===== config.mk =====
export PLATFORM = sky130hd
export DESIGN_NAME = tick_stopwatch_flat
export DESIGN_NICKNAME = d
export VERILOG_FILES = /design/src/rtl/tick_stopwatch_pkg.sv /design/src/rtl/tick_stopwatch_if.sv /design/src/rtl/tick_stopwatch_sync_rise.sv /design/src/rtl/tick_stopwatch.sv /design/src/flat_wrapper.sv
export SDC_FILE = /design/constraint.sdc
export NUM_CORES = 1
export LEC_CHECK = 0
export CORE_MARGIN = 5
export CORE_UTILIZATION = 40
export DETAILED_ROUTE_END_ITERATION = 7
export HOLD_SLACK_MARGIN = 0.12
export PLACE_DENSITY = 0.58
export SYNTH_ARGS = -nofsm -noshare
export SYNTH_HDL_FRONTEND = slang
export SYNTH_SLANG_ARGS = --single-unit

===== constraint.sdc =====
create_clock -name MCLK -period 2.8 [get_ports MCLK]
set_input_delay 0.7 -clock MCLK [delete_from_list [all_inputs] [get_ports MCLK]]
set_output_delay 0.7 -clock MCLK [all_outputs]
set_load 0.05 [all_outputs]

===== src/rtl/tick_stopwatch_pkg.sv =====
// Shared types and constants for the tick-driven BCD stopwatch.
// The time value is held as packed BCD digit pairs so no binary-to-BCD conversion is needed.
package tick_stopwatch_pkg;

  typedef enum logic [1:0] {
    IDLE     = 2'd0,
    RUN      = 2'd1,
    LAP_HOLD = 2'd2,
    PAUSE    = 2'd3
  } sw_state_t;

  typedef struct packed {
    logic [7:0] min;
    logic [7:0] sec;
    logic [7:0] cs;
  } bcd_time_t;

  localparam logic [7:0]  CS_MAX             = 8'h99;
  localparam logic [7:0]  SEC_MAX            = 8'h59;
  localparam logic [7:0]  MIN_MAX            = 8'h59;
  localparam logic [15:0] WDOG_LIMIT_DEFAULT = 16'd8192;

  // Two-digit BCD increment; bit 8 is the carry out when the field wraps from max_val to 00.
  function automatic logic [8:0] bcd2_inc(input logic [7:0] val, input logic [7:0] max_val);
    logic [8:0] res;
    if (val == max_val)
      res = 9'h100;
    else if (val[3:0] == 4'd9)
      res = {1'b0, val[7:4] + 4'd1, 4'd0};
    else
      res = {1'b0, val[7:4], val[3:0] + 4'd1};
    return res;
  endfunction

endpackage


===== src/rtl/tick_stopwatch_if.sv =====
// Command and display bundle between the stopwatch and its controller/display side.
interface tick_stopwatch_if;
  logic       START_STOP;
  logic       LAP;
  logic       CLEAR;
  logic [7:0] CS_BCD;
  logic [7:0] SEC_BCD;
  logic [7:0] MIN_BCD;
  logic       RUNNING;
  logic       LAP_VALID;
  logic       BLINK;
  logic       OVF;
  logic       CLK_FAULT;

  modport master (
    output START_STOP, LAP, CLEAR,
    input  CS_BCD, SEC_BCD, MIN_BCD, RUNNING, LAP_VALID, BLINK, OVF, CLK_FAULT
  );

  modport slave (
    input  START_STOP, LAP, CLEAR,
    output CS_BCD, SEC_BCD, MIN_BCD, RUNNING, LAP_VALID, BLINK, OVF, CLK_FAULT
  );
endinterface


===== src/rtl/tick_stopwatch_sync_rise.sv =====
// Multi-flop synchronizer for a slow asynchronous clock, followed by a one-cycle rising-edge pulse.
module sync_rise #(
  parameter int SYNC_STAGES = 2
) (
  input  logic MCLK,
  input  logic RESET_N,
  input  logic async_in,
  output logic rise
);

  logic [SYNC_STAGES-1:0] sync_reg;
  logic [SYNC_STAGES-1:0] sync_next;
  logic                   prev_reg;

  for (genvar gi = 0; gi < SYNC_STAGES; gi++) begin : g_stage
    if (gi == 0) begin : g_first
      assign sync_next[gi] = async_in;
    end else begin : g_rest
      assign sync_next[gi] = sync_reg[gi-1];
    end
  end

  always_ff @(posedge MCLK) begin
    if (!RESET_N) begin
      sync_reg <= '0;
      prev_reg <= 1'b0;
    end else begin
      sync_reg <= sync_next;
      prev_reg <= sync_reg[SYNC_STAGES-1];
    end
  end

  assign rise = sync_reg[SYNC_STAGES-1] & ~prev_reg;

endmodule


===== src/rtl/tick_stopwatch.sv =====
// MM:SS.cc BCD stopwatch driven by the synchronized 100 Hz tick, with lap hold, pause blink
// and a sticky stall detector on the tick input.
module tick_stopwatch
  import tick_stopwatch_pkg::*;
#(
  parameter int                SYNC_STAGES = 2,
  parameter int                WDOG_W      = 16,
  parameter logic [WDOG_W-1:0] WDOG_LIMIT  = WDOG_W'(WDOG_LIMIT_DEFAULT)
) (
  input  logic              MCLK,
  input  logic              RESET_N,
  input  logic              TICK_IN,
  input  logic              SEC_IN,
  tick_stopwatch_if.slave   sw
);

  logic tick_rise;
  logic sec_rise;

  sync_rise #(.SYNC_STAGES(SYNC_STAGES)) u_tick_sync (
    .MCLK    (MCLK),
    .RESET_N (RESET_N),
    .async_in(TICK_IN),
    .rise    (tick_rise)
  );

  sync_rise #(.SYNC_STAGES(SYNC_STAGES)) u_sec_sync (
    .MCLK    (MCLK),
    .RESET_N (RESET_N),
    .async_in(SEC_IN),
    .rise    (sec_rise)
  );

  sw_state_t   state_reg, state_next;
  bcd_time_t   count_reg, count_next, count_inc;
  bcd_time_t   snap_reg, snap_next;
  bcd_time_t   disp_reg, disp_next;
  logic        running_reg, lap_valid_reg;
  logic        blink_reg, blink_next;
  logic        ovf_reg, ovf_next;
  logic        fault_reg, fault_next;
  logic [WDOG_W-1:0] wdog_reg, wdog_next;
  logic [8:0]  cs_inc, sec_inc, min_inc;
  logic        wrap;

  always_ff @(posedge MCLK) begin
    if (!RESET_N) begin
      state_reg     <= IDLE;
      count_reg     <= '0;
      snap_reg      <= '0;
      disp_reg      <= '0;
      running_reg   <= 1'b0;
      lap_valid_reg <= 1'b0;
      blink_reg     <= 1'b1;
      ovf_reg       <= 1'b0;
      fault_reg     <= 1'b0;
      wdog_reg      <= '0;
    end else begin
      state_reg     <= state_next;
      count_reg     <= count_next;
      snap_reg      <= snap_next;
      disp_reg      <= disp_next;
      running_reg   <= (state_next == RUN) || (state_next == LAP_HOLD);
      lap_valid_reg <= (state_next == LAP_HOLD);
      blink_reg     <= blink_next;
      ovf_reg       <= ovf_next;
      fault_reg     <= fault_next;
      wdog_reg      <= wdog_next;
    end
  end

  always_comb begin
    // Carry cascade: each field advances only when every lower field wraps.
    cs_inc    = bcd2_inc(count_reg.cs,  CS_MAX);
    sec_inc   = bcd2_inc(count_reg.sec, SEC_MAX);
    min_inc   = bcd2_inc(count_reg.min, MIN_MAX);
    count_inc = count_reg;
    count_inc.cs = cs_inc[7:0];
    if (cs_inc[8])
      count_inc.sec = sec_inc[7:0];
    if (cs_inc[8] && sec_inc[8])
      count_inc.min = min_inc[7:0];
    wrap = cs_inc[8] & sec_inc[8] & min_inc[8];

    state_next = state_reg;
    count_next = count_reg;
    snap_next  = snap_reg;
    ovf_next   = 1'b0;

    if (tick_rise && (state_reg == RUN || state_reg == LAP_HOLD)) begin
      count_next = count_inc;
      ovf_next   = wrap;
    end

    // Commands are resolved CLEAR > START_STOP > LAP, each only where it applies.
    case (state_reg)
      IDLE: begin
        if (sw.START_STOP)
          state_next = RUN;
      end
      RUN: begin
        if (sw.START_STOP)
          state_next = PAUSE;
        else if (sw.LAP) begin
          state_next = LAP_HOLD;
          snap_next  = count_reg;
        end
      end
      LAP_HOLD: begin
        if (sw.START_STOP)
          state_next = PAUSE;
        else if (sw.LAP)
          state_next = RUN;
      end
      PAUSE: begin
        if (sw.CLEAR) begin
          state_next = IDLE;
          count_next = '0;
        end else if (sw.START_STOP)
          state_next = RUN;
      end
      default: state_next = IDLE;
    endcase

    disp_next = (state_next == LAP_HOLD) ? snap_next : count_next;

    if (state_next != PAUSE || state_reg != PAUSE)
      blink_next = 1'b1;
    else if (sec_rise)
      blink_next = ~blink_reg;
    else
      blink_next = blink_reg;

    if (tick_rise)
      wdog_next = '0;
    else if (wdog_reg == WDOG_LIMIT)
      wdog_next = wdog_reg;
    else
      wdog_next = wdog_reg + WDOG_W'(1);
    fault_next = fault_reg | (wdog_next == WDOG_LIMIT);
  end

  assign sw.CS_BCD    = disp_reg.cs;
  assign sw.SEC_BCD   = disp_reg.sec;
  assign sw.MIN_BCD   = disp_reg.min;
  assign sw.RUNNING   = running_reg;
  assign sw.LAP_VALID = lap_valid_reg;
  assign sw.BLINK     = blink_reg;
  assign sw.OVF       = ovf_reg;
  assign sw.CLK_FAULT = fault_reg;

endmodule


===== src/flat_wrapper.sv =====
// flat-port wrapper written by rule: the top's interface ports become plain ports
module tick_stopwatch_flat import tick_stopwatch_pkg::*;
#(
  parameter int                SYNC_STAGES = 2,
  parameter int                WDOG_W      = 16,
  parameter logic [WDOG_W-1:0] WDOG_LIMIT  = WDOG_W'(WDOG_LIMIT_DEFAULT)
)
  (MCLK, RESET_N, TICK_IN, SEC_IN, sw_START_STOP, sw_LAP, sw_CLEAR, sw_CS_BCD, sw_SEC_BCD, sw_MIN_BCD, sw_RUNNING, sw_LAP_VALID, sw_BLINK, sw_OVF, sw_CLK_FAULT);
  tick_stopwatch_if sw_i ();
  input  logic MCLK;
  input  logic RESET_N;
  input  logic TICK_IN;
  input  logic SEC_IN;
  input wire logic [$bits(sw_i.START_STOP)-1:0] sw_START_STOP;
  input wire logic [$bits(sw_i.LAP)-1:0] sw_LAP;
  input wire logic [$bits(sw_i.CLEAR)-1:0] sw_CLEAR;
  output wire logic [$bits(sw_i.CS_BCD)-1:0] sw_CS_BCD;
  output wire logic [$bits(sw_i.SEC_BCD)-1:0] sw_SEC_BCD;
  output wire logic [$bits(sw_i.MIN_BCD)-1:0] sw_MIN_BCD;
  output wire logic [$bits(sw_i.RUNNING)-1:0] sw_RUNNING;
  output wire logic [$bits(sw_i.LAP_VALID)-1:0] sw_LAP_VALID;
  output wire logic [$bits(sw_i.BLINK)-1:0] sw_BLINK;
  output wire logic [$bits(sw_i.OVF)-1:0] sw_OVF;
  output wire logic [$bits(sw_i.CLK_FAULT)-1:0] sw_CLK_FAULT;
  assign sw_i.START_STOP = sw_START_STOP;
  assign sw_i.LAP = sw_LAP;
  assign sw_i.CLEAR = sw_CLEAR;
  assign sw_CS_BCD = sw_i.CS_BCD;
  assign sw_SEC_BCD = sw_i.SEC_BCD;
  assign sw_MIN_BCD = sw_i.MIN_BCD;
  assign sw_RUNNING = sw_i.RUNNING;
  assign sw_LAP_VALID = sw_i.LAP_VALID;
  assign sw_BLINK = sw_i.BLINK;
  assign sw_OVF = sw_i.OVF;
  assign sw_CLK_FAULT = sw_i.CLK_FAULT;
  tick_stopwatch #(.SYNC_STAGES(SYNC_STAGES), .WDOG_W(WDOG_W), .WDOG_LIMIT(WDOG_LIMIT)) u_core (.MCLK(MCLK), .RESET_N(RESET_N), .TICK_IN(TICK_IN), .SEC_IN(SEC_IN), .sw(sw_i));
endmodule

==> results.md, run 1 <==
- The combined area of the multi-input logic cells is 2220 µm².
- The average footprint of a synthesized cell is 9.236 µm².
- Gates resized during post-CTS repair numbered 0.
- The routed design could run at a clock period as short as 2.451 ns.
- The first detailed-routing pass ran for 4 iterations.
- The number of antenna violations at the first check in global routing is 0.
- Setup violations remaining at the end of the flow were counted as 0.
- The number of buffers created by CTS is 9.
- Excluding fillers, the count of instances in the completed layout stands at 650.
- The slew at the pin with the worst max-slew slack is 0.5206 ns.
- Using the TritonRoute via totals, the vias-per-cell ratio works out to 5.022.
- The met1 demand-to-capacity share in global routing is 0.1940.
- By count the netlist is led by 101 x dfxtp_1, 60 x nor2_1, 33 x a21oi_1.
- The buffer depth of the longest clock path is 2.
- STA puts the critical path data arrival time at 2.75 ns.
- For this run, global-route usage on met2 was measured as 0.2280.
- Row generation in the floorplan step produced 38 rows.
- After synthesis, the netlist uses 50 different library cells.
- After detailed routing, the number of remaining DRC violations is 0.
- Traced cell by cell, the critical path runs through clkdlybuf4s50_1, inv_1, o21ai_0, nand2_1, o22ai_1, o21ai_0, inv_1, ha_1, and2_1, buf_12, a2bb2oi_1.
- Dividing the detail-routed wire length by the instance count gives 13.81 µm.
- For this design, the sink count on the clock tree is 101.
- The wire length of the first global-routing pass is 15.32 mm.
- The library cell with the highest instance count after synthesis is dfxtp_1.
- The worst hold path stage count is 1.
- The launch point of the worst hold path is u_core.u_sec_sync.sync_reg[0]$_SDFF_PN0_.
- The number of placed instances, taps included, is 636.
- The fraction of power consumed by combinational cells is 0.070.
- The H-tree was split into 3 levels.
- At the later pin of the worst-skew pair, clock insertion delay measures 0.36 ns.
- The top fanout value on the critical path is 24.
- Summing every instance area after synthesis gives 4405 µm².
- The quantity of hold-fixing buffers added after cts is 0.
- Once placement finished, the instance area stood at 4925 µm².
- Of the available clock period, the critical path in the final layout requires 0.8753.
- For this run, the leading register cell type out of synthesis is dfxtp_1.
- The type of element capturing the critical path is a flop.
- The final-report max-slew violation count came to 0.
- The layer flagged by global routing as most heavily used is met2.
- During synthesis, Yosys emitted a total of 0 warnings.
- The aggregate global-route resource usage is 0.1450.
- Setup repair after global routing left no endpoint under its margin.
- At the worst endpoint, the required time is 3.10 ns.
- 36 I/O pins were placed.
- The peak supply drop is 0.2290 mV.
- For this run, the slowest stage of the critical path takes 0.54 ns.
- The endpoint of the worst-slack reg-to-reg timing path is u_core.sw.MIN_BCD[1]$_SDFF_PN0_.
- The detailed router placed 3,264 vias in this run.
- The number of global-route vias before repair is 3,153.
- The worst hold path belongs to the class flop to flop.
- Internal power comes to 1.884 mW.
- The worst register-to-register path has a depth of 8.
- On the final layout, the worst clock skew is 0.004276 ns.
- After synthesis, the share of flip-flops with an asynchronous set or reset is 0.
- From synthesis to final layout, the design area changed by 15.54%.
- The share of the Yosys chip area taken by registers is 0.4590.
- Counting the fill cells in the layout gives 1,072.
- After floorplanning, the core was sized to cover 10,840 µm².
- Counting every net in the synthesized netlist gives 504.
- The antenna cell count is 0.
- The power density over the cells is 484.5 nW/µm².
- The slack of the worst reg-to-reg path is 0.37 ns.
- In this run the tightest slew margin relative to its limit is 0.6503.
- The biggest area consumer among synthesized cells is dfxtp_1.
- The overflow left after global routing is 0.
- In the global route stage, met3 resource usage came out at 0.02947.
- The weighted congestion at the end of routability-driven global placement is 0.8437.
- The worst hold path terminates at u_core.u_sec_sync.sync_reg[1]$_SDFF_PN0_.
- The count of max-cap constraint violations is 0.
- Post-CTS timing repair inserted 0 buffers for setup.
- After routing the design area is 5090 µm².
- The master of the slowest instance on the critical path is clkdlybuf4s50_1.
- Of the total power, the clock network draws 0.335.
- The timing-limited maximum frequency is 0.4080 GHz.
- For this configuration, the core starts out at a cell density of 0.4064.
- The post-synthesis cell count is 477.
- The critical path launch point type is an input pin.
- The standby leakage power is 2.014 nW.
- The number of hold-slack violations in the final timing report is 0.
- The share of total power dissipated in sequential elements is 0.594.
- Of the total power, the share spent switching nets is 0.2360.
- By area the synthesized netlist is led by dfxtp_1 46%, ha_1 5.7%, mux2i_1 5.5%, nor2_1 5.1%, nor2b_1 4.0%.
- The routed design has 8.974 mm of wire.
- In the final layout, the share of cells above drive strength 1 is 0.05882.
- The largest net degree at the start of global routing is 31.
- The starting DRC count in detailed routing is 160.
- The final net count is 534.
- The sequential standard cell area is 2022 µm².
- The startpoint identified for the worst register-to-register timing path is u_core.state_reg[0]$_SDFF_PN0_.
- The clock-pin slew reported for the worst setup and hold paths after clock tree synthesis is 0.09 ns.
- The CTS root buffer is clkbuf_8.
- For this design the total switching power over the nets is 0.5821 mW.
- The number of flops mapped to enable cells by yosys is 0.
- The clock tree from TritonCTS is yes.
- The kind of critical path is input pin to flop.
- The sum of negative setup slack is 0 ns.
- The total of buffers placed on input and output ports is 35.
- The floorplan die height is 114.9 µm.
- After synthesis the netlist holds a flip-flop and latch count of 101.
- The residual antenna-violating net count after detailed routing is 0.
- The fraction of post-synthesis cell area in the top cell type by area is 0.4590.
- The flow ran to the end, and the final reports show no timing, DRC or antenna violations.
- The die footprint is 13,210 µm².
- The sum of net half-perimeters after detailed placement is 6.197 mm.
- The die is 114.9 µm wide.
metrics by stage:
step                hold slack, ns  setup WS (ns)  total power [mW]  utilization
floorplan                   0.4119         0.3360             1.612            -
finish                      0.4477         0.3492             2.466       0.4695
detailed placement          0.4300       0.007759             1.675       0.4543
CTS                         0.4538         0.3429             2.510       0.4695
global route                0.4834         0.1897             2.587       0.4695
global placement            0.4151        0.09921             1.674       0.4543
cell type report:
cell class              count  share of cell area
clock buffers              12             0.03048
clock inverters             2            0.001967
inverters                  14             0.01032
multi-input cells         337              0.4361
flip-flops and latches    101              0.3972
well taps                 140             0.03441
repair buffers             44             0.08948
cell families after synthesis:
logic type / synth area share
buffers and inverters: 0.03720
AND/OR/NAND/NOR: 0.2318
AO/OA/AOI/OAI: 0.1125
multiplexers: 0.05709
XOR/XNOR: 0.04572
flip-flops: 0.4590
adder cells (fa/ha/maj): 0.05680
how the worst max path moves through the flow:
stage,endpoint,cells after the start,slack (ns),startpoint
3_5_place_dp,u_core.sw.MIN_BCD[7]$_SDFF_PN0_,11,0.008,sw_LAP
4_1_cts,u_core.sw.MIN_BCD[1]$_SDFF_PN0_,8,0.34,u_core.state_reg[0]$_SDFF_PN0_
6_report,u_core.sw.CS_BCD[3]$_SDFF_PN0_,11,0.35,sw_LAP
3_3_place_gp,u_core.sw.SEC_BCD[1]$_SDFF_PN0_,11,0.1,sw_LAP
5_1_grt,u_core.sw.MIN_BCD[1]$_SDFF_PN0_,8,0.19,u_core.state_reg[0]$_SDFF_PN0_
2_1_floorplan,u_core.sw.SEC_BCD[0]$_SDFF_PN0_,12,0.34,sw_CLEAR
cells in the final DEF (no fill, tap or decap), types with 3 or more instances in the layout:
cell,synthesis,layout
nand3_1,13,13
nand4_1,8,8
clkbuf_8,0,11
ha_1,20,20
nand2_1,19,19
a21oi_2,3,3
o31ai_1,3,3
buf_4,2,6
a2bb2oi_1,13,13
xnor2_1,13,13
nand3b_1,3,3
nor3_1,16,16
nor2b_1,28,28
and3_1,5,5
and3b_1,4,4
dfxtp_1,101,101
buf_12,0,3
nand2b_1,3,3
mux2i_1,24,24
xor2_1,10,10
clkdlybuf4s50_1,0,35
o21ai_0,11,11
nor2_1,60,60
and2_1,16,16
a21oi_1,33,33
inv_1,14,14
or3_1,4,4
metal layers:
layer / up-vias / share of wire / wire, µm
met5: - / 0 / 0
met4: 0 / 0.018 / 163
met3: 10 / 0.025 / 228
li1: 1688 / - / -
met2: 42 / 0.46 / 4092
met1: 1524 / 0.50 / 4490
critical path: cells and delay by family:
family | cells | cell delay, ns
AND/OR/NAND/NOR | 2 | 0.27
adder cells (fa/ha/maj) | 1 | 0.20
buffers and inverters | 4 | 0.87
AO/OA/AOI/OAI | 4 | 0.69
power by group through the flow:
stage	logic, mW	clock network, mW	registers (mW)
5_1_grt	0.191	0.926	1.47
3_3_place_gp	0.174	0	1.50
6_report	0.174	0.827	1.47
2_1_floorplan	0.0826	0	1.53
3_5_place_dp	0.175	0	1.50
4_1_cts	0.177	0.867	1.47
No activity file was read; power rests on OpenSTA's default activity.
==> inputs of run 2 (changes only) <==
CTS_CLUSTER_SIZE = 16   (was default)
SLEW_MARGIN = 20   (was default)
==> results of run 2 <==
Same layout as run 1: the final DEF is identical, and so are final timing and power.
==> inputs of run 3 (changes only) <==
CTS_CLUSTER_SIZE = 20   (was 16)
RECOVER_POWER = 50   (was default)
==> run 3 against run 2 <==
Against the previous run:
- global-route usage did not move
- total power is 0.12% lower
- count of clock-buffer cells in the layout is the same
- worst hold slack improved by 0.0051 ns
- non-clock buffer count unchanged
- final cell count did not move
- routed wire length is 0.13% lower
- clock skew about the same
- die area did not move
- clock power is essentially flat
- sequential power is essentially flat
- critical path depth fell by 5
- critical path type unchanged
==> results.md, run 3 (synthesis results as in run 1) <==
- The count of max-cap constraint violations is 0.
- The weighted congestion at the end of routability-driven global placement is 0.8437.
- In this run the standard cell core region covers 10,840 µm².
- The number of iterations in the first detailed-routing pass is 4.
- The worst endpoint data arrival time is 2.74 ns.
- The post-CTS setup buffer count is 0.
- The library cells used most frequently in the layout, excluding fill and tap cells, are 101 x dfxtp_1, 60 x nor2_1, 33 x a21oi_1, 33 x clkdlybuf4s50_1, 28 x nor2b_1.
- The total instance count after detailed placement is 636.
- The number of global-route vias before repair is 3,153.
- The die span in x is 114.9 µm.
- For the pin with the worst max-slew slack, the measured transition is 1.037 ns.
- Of the cells placed in the final design, the portion with a size suffix greater than 1 is 0.05294.
- The largest net degree at the start of global routing is 31.
- The timing-limited maximum frequency is 0.4026 GHz.
- The floorplan step defined a die boundary enclosing 13,210 µm².
- The library cell used most frequently in the layout, excluding fill and tap cells, is dfxtp_1.
- In the finished design, the share of the clock period the worst path needs comes to 0.8871.
- The number of antenna violations at the first check in global routing is 0.
- The routed wire length per instance is 13.79 µm.
- The worst-case IR drop observed on VDD is 0.2291 mV.
- The remaining max-slew budget at the tightest pin is 0.3087.
- The kind of critical path is input pin to flop.
- The antenna cell count is 0.
- The slowest stage of the critical path is the clkbuf_2 cell.
- The worst path needs 2.484 ns of the cycle, external delays included.
- Counting the buffers created by CTS gives 9.
- The overflow left after global routing is 0.
- After clock tree synthesis, the flow added hold-fix buffers numbering 0.
- The post-cts gate resize count is 0.
- For this run, the share of the core covered by cells in the final layout is 0.4671.
- The sum of negative setup slack is 0 ns.
- The clock passes through at most 2 buffers.
- The final-report max-slew violation count is 0.
- The finished layout holds 650 standard cells, fillers aside.
- Buffers placed on the I/O ports in this run total 35.
- Setup violations remaining at the end of the flow were counted as 0.
- The overall via count from detail_route is 3,279.
- 36 I/O pins were placed.
- With fillers left out, the area of the finished cells amounts to 5064 µm².
- The total power consumption of the routed design is 2.463 mW.
- The initialized floorplan defines 38 standard-cell rows.
- Clock-pin slew was measured on the worst setup and hold paths at 0.09 ns.
- The fraction of power consumed by combinational cells is 0.069.
- Setup repair after global routing left no endpoint under its margin.
- The aggregate global-route resource usage is 0.1450.
- Wires add up to 8.962 mm.
- Across the routed clock network, the largest skew measured is 0.004327 ns.
- The source-to-sink clock delay at the later pin of the worst-skew pair is 0.36 ns.
- The residual antenna-violating net count after detailed routing is 0.
- The total DRC errors in the routed layout is 0.
- Once detailed placement completed, the half-perimeter wirelength came to 6.197 mm.
- From synthesis to final layout, the design area changed by 14.94%.
- The clock tree from TritonCTS is yes.
- The tree is rooted in a clkbuf_8.
- Using the TritonRoute via totals, the vias-per-cell ratio works out to 5.045.
- The clock tree synthesis step divided the H-tree into 3 levels.
- The run finished with clean final reports.
- The switching power is 0.5824 mW.
- In this run the vertical extent of the chip is 114.9 µm.
- The internal cell power is 1.881 mW.
- The worst setup path is launched from an input pin.
- STA classifies the critical path endpoint as a flop.
- After filler insertion, the fill cell instance count of the layout stands at 1,077.
- Summed over all cells, the static leakage comes to 1.992 nW.
- The initial utilization of the core area, before any placement, comes to 0.4064.
- The first routing iteration left 171 violations.
- The share of total power dissipated in the clock network is 0.336.
- The tightest min-delay check is of the flop to flop type.
- The fraction of power spent switching nets is 0.2364.
- The instance area at placement is 4925 µm².
- The share of total power dissipated in sequential elements is 0.595.
- Dividing total power by cell area gives a power density of 486.4 nW/µm².
- The largest single stage delay on the critical path is 0.70 ns.
- The final net count is 534.
- The sink count of the clock tree is 101.
- Of all nets on the critical path, the largest fanout is 30.
- Traced cell by cell, the critical path runs through dlygate4sd3_1, nand3b_1, clkbuf_2, mux2i_1, nor2b_1, mux2_2.
- The wire length of the first global-routing pass is 15.32 mm.
- The worst endpoint required time is 3.06 ns.
- The number of hold-slack violations in the final timing report is 0.
==> run 3: changes by cell type in the layout (fill, tap and decap cells not counted) <==
| cell | previous run | this run |
|---|---|---|
| clkbuf_2 | 0 | 1 |
| buf_12 | 3 | 2 |
| and2_1 | 16 | 11 |
| dlygate4sd3_1 | 0 | 2 |
| clkbuf_1 | 1 | 4 |
| buf_4 | 6 | 3 |
| and2_0 | 1 | 6 |
| clkdlybuf4s50_1 | 35 | 33 |
==> run 3: power groups by stage <==
stage / clock, mW / combinational, mW / sequential [mW]
global route: 0.926 / 0.188 / 1.47
floorplan: 0 / 0.0826 / 1.53
global placement: 0 / 0.174 / 1.50
finish: 0.827 / 0.170 / 1.47
detailed placement: 0 / 0.175 / 1.50
CTS: 0.867 / 0.177 / 1.47
==> run 3: per-layer routing <==
metal / GRT usage / part of all wire / vias to the layer above
met5: 0 / 0 / -
met4: 0.06103 / 0.018 / 0
met3: 0.02947 / 0.026 / 10
met2: 0.2280 / 0.46 / 46
met1: 0.1940 / 0.50 / 1535
li1: - / - / 1688
==> run 3: worst paths after layout <==
check	from	to	slack [ns]	cells past startpoint
max	sw_START_STOP	u_core.sw.MIN_BCD[6]$_SDFF_PN0_	0.32	6
min	u_core.u_sec_sync.sync_reg[0]$_SDFF_PN0_	u_core.u_sec_sync.sync_reg[1]$_SDFF_PN0_	0.45	1
max reg2reg	u_core.state_reg[0]$_SDFF_PN0_	u_core.sw.MIN_BCD[6]$_SDFF_PN0_	0.36	8
min reg2reg	u_core.u_sec_sync.sync_reg[0]$_SDFF_PN0_	u_core.u_sec_sync.sync_reg[1]$_SDFF_PN0_	0.45	1
==> run 3: layout make-up <==
type | count | area, µm² | share of cell area
clock buffer | 12 | 155.1 | 0.03064
clock inverter | 2 | 10.01 | 0.001977
inverter | 14 | 52.55 | 0.01038
multi-input combinational | 337 | 2220 | 0.4383
sequential | 101 | 2022 | 0.3993
tap | 140 | 175.2 | 0.03459
timing repair buffer | 44 | 429.2 | 0.08475
==> run 3: critical path, delay by kind of cell <==
kind	cells	cell delay [ns]
buf+inv	2	1.31
simple gates	2	0.21
mux	2	0.51
==> run 3: stage by stage <==
| step | setup slack [ns] | hold WS (ns) |
|---|---|---|
| finish | 0.3161 | 0.4528 |
| global route | 0.1413 | 0.4923 |
| CTS | 0.3429 | 0.4538 |
| detailed placement | 0.007759 | 0.4300 |
| global placement | 0.09921 | 0.4151 |
| floorplan | 0.3360 | 0.4119 |
